**src/rtl/digit_pair_ctrl.sv**
```systemverilog
// digit_pair_ctrl: two-digit BCD overlay value committed on frame_tick; DIGIT_PAIR_LZB_EN blanks a leading zero.
module digit_pair_ctrl #(
  parameter int BASE_X = 200,
  parameter int BASE_Y = 190,
  parameter int DIGIT_PITCH = 80,
  parameter int FRAMES_PER_STEP = 60
) (
  input  logic       clk,
  input  logic       rst_n,
  input  logic       frame_tick,
  input  logic       inc,
  input  logic       clr,
  input  logic       run,
  output logic [3:0] tens_code,
  output logic [3:0] ones_code,
  output logic [9:0] tens_x,
  output logic [9:0] ones_x,
  output logic [9:0] digit_y,
  output logic       wrap
);
  localparam logic [9:0] FMAX = 10'(FRAMES_PER_STEP - 1);
  logic [3:0] tens, ones, step, ones_new, tens_new;
  logic [2:0] pending;
  logic [9:0] fcnt;
  logic [4:0] ones_sum, tens_sum;
  logic       auto_step, carry, tens_wrap;
  assign tens_x  = 10'(BASE_X);
  assign ones_x  = 10'(BASE_X + DIGIT_PITCH);
  assign digit_y = 10'(BASE_Y);
  assign ones_code = ones;
  always_comb begin
    auto_step = run && (fcnt == FMAX);
    step      = {1'b0, pending} + {3'b0, auto_step};
    ones_sum  = {1'b0, ones} + {1'b0, step};
    carry     = ones_sum >= 5'd10;
    ones_new  = carry ? 4'(ones_sum - 5'd10) : ones_sum[3:0];
    tens_sum  = {1'b0, tens} + {4'b0, carry};
    tens_wrap = tens_sum >= 5'd10;
    tens_new  = tens_wrap ? 4'(tens_sum - 5'd10) : tens_sum[3:0];
  end
  always_ff @(posedge clk) begin
    if (!rst_n || clr) begin
      tens    <= '0;
      ones    <= '0;
      pending <= '0;
      fcnt    <= '0;
      wrap    <= 1'b0;
`ifdef DIGIT_PAIR_LZB_EN
      tens_code <= 4'hF;
`else
      tens_code <= 4'h0;
`endif
    end else begin
      wrap <= frame_tick && tens_wrap;
      // an inc arriving with frame_tick is held for the following frame
      pending <= frame_tick ? {2'b0, inc} : (pending == 3'd7 ? 3'd7 : pending + {2'b0, inc});
      if (frame_tick) begin
        tens <= tens_new;
        ones <= ones_new;
        if (run) fcnt <= auto_step ? '0 : fcnt + 10'd1;
`ifdef DIGIT_PAIR_LZB_EN
        tens_code <= (tens_new == 4'd0) ? 4'hF : tens_new;
`else
        tens_code <= tens_new;
`endif
      end
    end
  end
endmodule

```
**config.mk**
```make
export PLATFORM = sky130hd
export DESIGN_NAME = digit_pair_ctrl
export DESIGN_NICKNAME = d
export VERILOG_FILES = /design/src/rtl/digit_pair_ctrl.sv
export SDC_FILE = /design/constraint.sdc
export NUM_CORES = 1
export LEC_CHECK = 0
export CELL_PAD_IN_SITES_DETAIL_PLACEMENT = 0
export CELL_PAD_IN_SITES_GLOBAL_PLACEMENT = 2
export CORE_UTILIZATION = 27
export CTS_CLUSTER_SIZE = 16
export DETAILED_ROUTE_END_ITERATION = 8
export PLACE_DENSITY_LB_ADDON = 0.12
export SKIP_LAST_GASP = 1
export SYNTH_ARGS = -nofsm -noshare
export SYNTH_HDL_FRONTEND = slang
export SYNTH_SLANG_ARGS = --single-unit
```
**constraint.sdc**
```tcl
create_clock -name clk -period 5.2 [get_ports clk]
set_clock_uncertainty 0.15 [all_clocks]
set_input_delay 0.52 -clock clk [delete_from_list [all_inputs] [get_ports clk]]
set_output_delay 0.52 -clock clk [all_outputs]
set_load 0.01 [all_outputs]
```
==> metrics.md <==
| Metric | Value |
|---|---|
| Final Max Slew Viols | `0` |
| Initial antenna violation count | `0` |
| Worst reg2reg setup slack | `0.82 ns` |
| Sequential fraction of the synthesis area | `0.289` |
| Root buf cell | `clkbuf_8` |
| Hold EP | `fcnt[1]` |
| Reg clk slew, reported paths | `0.09 ns` |
| Hold Path Cell Cnt | `2` |
| H-Tree Depth | `1` |
| Critical Path End Type | `flop` |
| DRT antenna net count | `0` |
| CTS max path bufs | `2` |
| Die width | `77.1 um` |
| Nets | `212` |
| CTS Hold Bufs | `0` |
| Worst VDD drop | `0.107 mV` |
| Setup TNS | `0 ns` |
| Final hold violation count | `0` |
| CP max stage delay | `0.50 ns` |
| First-pass DRT Iterations | `4` |
| Max transition margin | `0.483` |
| Fmax | `218 MHz` |
| Core Area | `5270 sq um` |
| Crit Reg-Reg Startpoint | `fcnt[0]` |
| Layout cell share with drive strength beyond 1 | `0.0567` |
| Leading cell types by count after synthesis | `buf_4 (30), dfxtp_1 (22), nor2_1 (20)` |
| Met1 usage | `0.130` |
| Top cell family by delay on the critical path | `adder cells` |
| Top FF cell, synth | `dfxtp_1` |
| Cell Area, Synth | `1520 sq um` |
| Ys async rst share | `0` |
| Mean Syn Cell Area | `8.46 sq um` |
| Arrival time worst endpoint | `4.59 ns` |
| Post_cts resized | `0` |
| Final Setup Violations | `0` |
| Sink Count | `22` |
| Worst EP required | `5.21 ns` |
| Power per cell area | `202 nW/um^2` |
| Overflow after GRT | `0` |
| Hold path startpoint | `fcnt[1]` |
| Io pins | `45` |
| Hold Crit Class | `reg -> reg` |
| HPWL after DPL | `2.18 mm` |
| Post-CTS Setup Repair Bufs | `0` |
| Die area | `5940 sq um` |
| Initial core utilization | `0.289` |
| Largest net degree at the start of global routing | `22` |
| RSZ-0062 raised after global routing | `no` |
| Top cell type's share of synthesized area | `0.289` |
| Drc violations | `0` |
| Status | `complete, no violations` |
| Diodes inserted | `0` |
| Met2 Usage GRT | `0.174` |
| Synth unique cells | `44` |
| PortBufs | `14` |
| Fin crit period | `4.58 ns` |
| Num CTS Buffers | `3` |
| Synth Warn # | `0` |
| Routed via count | `1,156` |
| Cell taking the most area after synthesis | `dfxtp_1` |
| Reg2Reg Depth | `21` |
| Final WL | `2.92 mm` |
| Met3 usage | `0.0190` |
| Post-synth EDFFs | `0` |
| Top cells by area, synth | `dfxtp_1 (29%), buf_4 (15%), ha_1 (7.4%)` |
| Post-layout util | `0.320` |
| Routed len/inst | `11.1 um` |
| Starting DRT DRC Count | `33` |
| Cell Chain, Critical Path | `clkdlybuf4s50_1 > nand3_1 > nor4_1 > buf_4 > fa_1 > inv_1 > fa_1 > xnor2_1 > inv_1 > ha_1 > o31ai_4 > a221oi_2 > nor2_1 > ha_1 > ha_1 > xnor2_1 > ha_1 > o31ai_1 > a32o_1 > xnor2_1 > o21ai_1` |
| CTS tree | `built` |
| WS Path Type | `in -> reg` |
| WP buf/inv | `4` |
| Die height | `77.1 um` |
| Tcrit/Tclk final | `0.881` |
| Area growth syn-to-layout | `10.8%` |
| Register bit total from synthesis | `22` |
| Max cap viols | `0` |
| Total GRT Usage | `0.104` |
| Clk_lat worst skew | `0.26 ns` |
| Cells after Synth | `180` |
| Crit Reg-Reg Endpoint | `tens[1]` |
| Critical path's slowest cell | `clkdlybuf4s50_1` |
| Static Leakage | `0.000684 uW` |
| Tightest Pin Transition | `0.773 ns` |
| Vias in the first global route | `1,109` |
| CP startpoint kind | `input port` |
| Cell with the most instances after synthesis | `buf_4` |
| Most used routing layer in global routing | `met2` |
| Worst Path Max Fanout | `4` |
| Most used cell, CP | `ha_1` |
| Via-to-Cell Ratio | `4.38` |
| Row count | `26` |
| Final Wtd Congestion | `0.757` |
| First-pass GRT wire length | `4.89 mm` |
## per-layer routing
metal	part of all wire	routed length, um	vias to the layer above
met5	0	0	-
met4	0.0082	24	0
met3	0.034	98	2
met2	0.47	1380	30
met1	0.49	1420	540
li1	-	-	584
## sequential cells by signal (all words and copies together), names as in the netlist
signal and cells:
fcnt 10, ones_code 4, pending 3, tens 4, wrap 1
## logic make-up (layout without fill, tap and decap cells)
| kind of cell | after synthesis | count (layout) | share of synthesized area |
|---|---|---|---|
| AND/OR/NAND/NOR | 54 | 54 | 0.173 |
| buffers and inverters | 44 | 30 | 0.183 |
| AO/OA/AOI/OAI | 31 | 31 | 0.154 |
| flip-flops | 22 | 22 | 0.289 |
| XOR/XNOR | 13 | 13 | 0.0748 |
| adder cells (fa/ha/maj) | 11 | 11 | 0.100 |
| multiplexers | 3 | 3 | 0.0205 |
| other | 2 | 30 | 0.00493 |
## worst reg2reg max path, stage by stage (launching register included)
cell and delay [ns]:
dfxtp_1 0.38, ha_1 0.22, nand4_1 0.10, nor4_1 0.19
buf_4 0.17, fa_1 0.18, inv_1 0.05, fa_1 0.40
xnor2_1 0.16, inv_1 0.07, ha_1 0.25, o31ai_4 0.11
a221oi_2 0.35, nor2_1 0.08, ha_1 0.21, ha_1 0.25
xnor2_1 0.21, ha_1 0.19, o31ai_1 0.07, a32o_1 0.26
xnor2_1 0.14, o21ai_1 0.08
## report_power, final
part	internal [uW]	switching, uW	total (uW)
Combinational	14.6	26.0	40.6
Clock	67.6	60.7	128
Sequential	170	2.19	172
## final cells by class
class | count | area, sq um
fill | 567 | 3580
multi-input combinational | 142 | 908
sequential | 22 | 440
timing repair buffer | 17 | 163
tap | 70 | 87.6
clock buffer | 4 | 55.1
inverter | 9 | 33.8
## per-stage QoR
step | setup slack [ns] | instances | total power, uW | instance area [sq um] | hold WS, ns
6_report | 0.621 | 264 | 341 | 1690 | 0.347
5_1_grt | 0.267 | 264 | 358 | 1690 | 0.370
4_1_cts | 0.582 | 264 | 348 | 1690 | 0.347
3_5_place_dp | 0.308 | 260 | 217 | 1630 | 0.332
3_3_place_gp | 0.434 | 260 | 217 | 1630 | 0.334
2_1_floorplan | 1.08 | 208 | 222 | 1630 | 0.313
## how the worst max path moves through the flow
| stage | start | end | cells after the start | slack [ns] |
|---|---|---|---|---|
| after floorplan | run | tens[1] | 19 | 1.08 |
| after global placement | run | tens[1] | 21 | 0.43 |
| after detailed placement | run | tens[1] | 21 | 0.31 |
| after CTS | run | tens[1] | 21 | 0.58 |
| after global routing | run | tens[1] | 21 | 0.27 |
| final | run | tens[1] | 21 | 0.62 |
## layout by cell type, fill, tap and decap left out, types with 2 or more instances in the layout
cell / netlist / final
xnor2_1: 7 / 7
xor2_1: 6 / 6
conb_1: 2 / 30
nand2_1: 9 / 9
inv_1: 9 / 9
nand2b_1: 4 / 4
a31oi_1: 4 / 4
nand3_1: 4 / 4
clkdlybuf4s50_1: 0 / 14
a21oi_1: 5 / 5
nor3_1: 3 / 3
nor2_1: 20 / 20
a21o_1: 3 / 3
o21ai_0: 5 / 5
ha_1: 9 / 9
mux2i_1: 2 / 2
buf_4: 30 / 3
nand4_1: 4 / 4
dfxtp_1: 22 / 22
clkbuf_8: 0 / 4
fa_1: 2 / 2
o31ai_1: 2 / 2
nor2b_1: 3 / 3
Note: power is estimated with default switching activity, not from simulation.
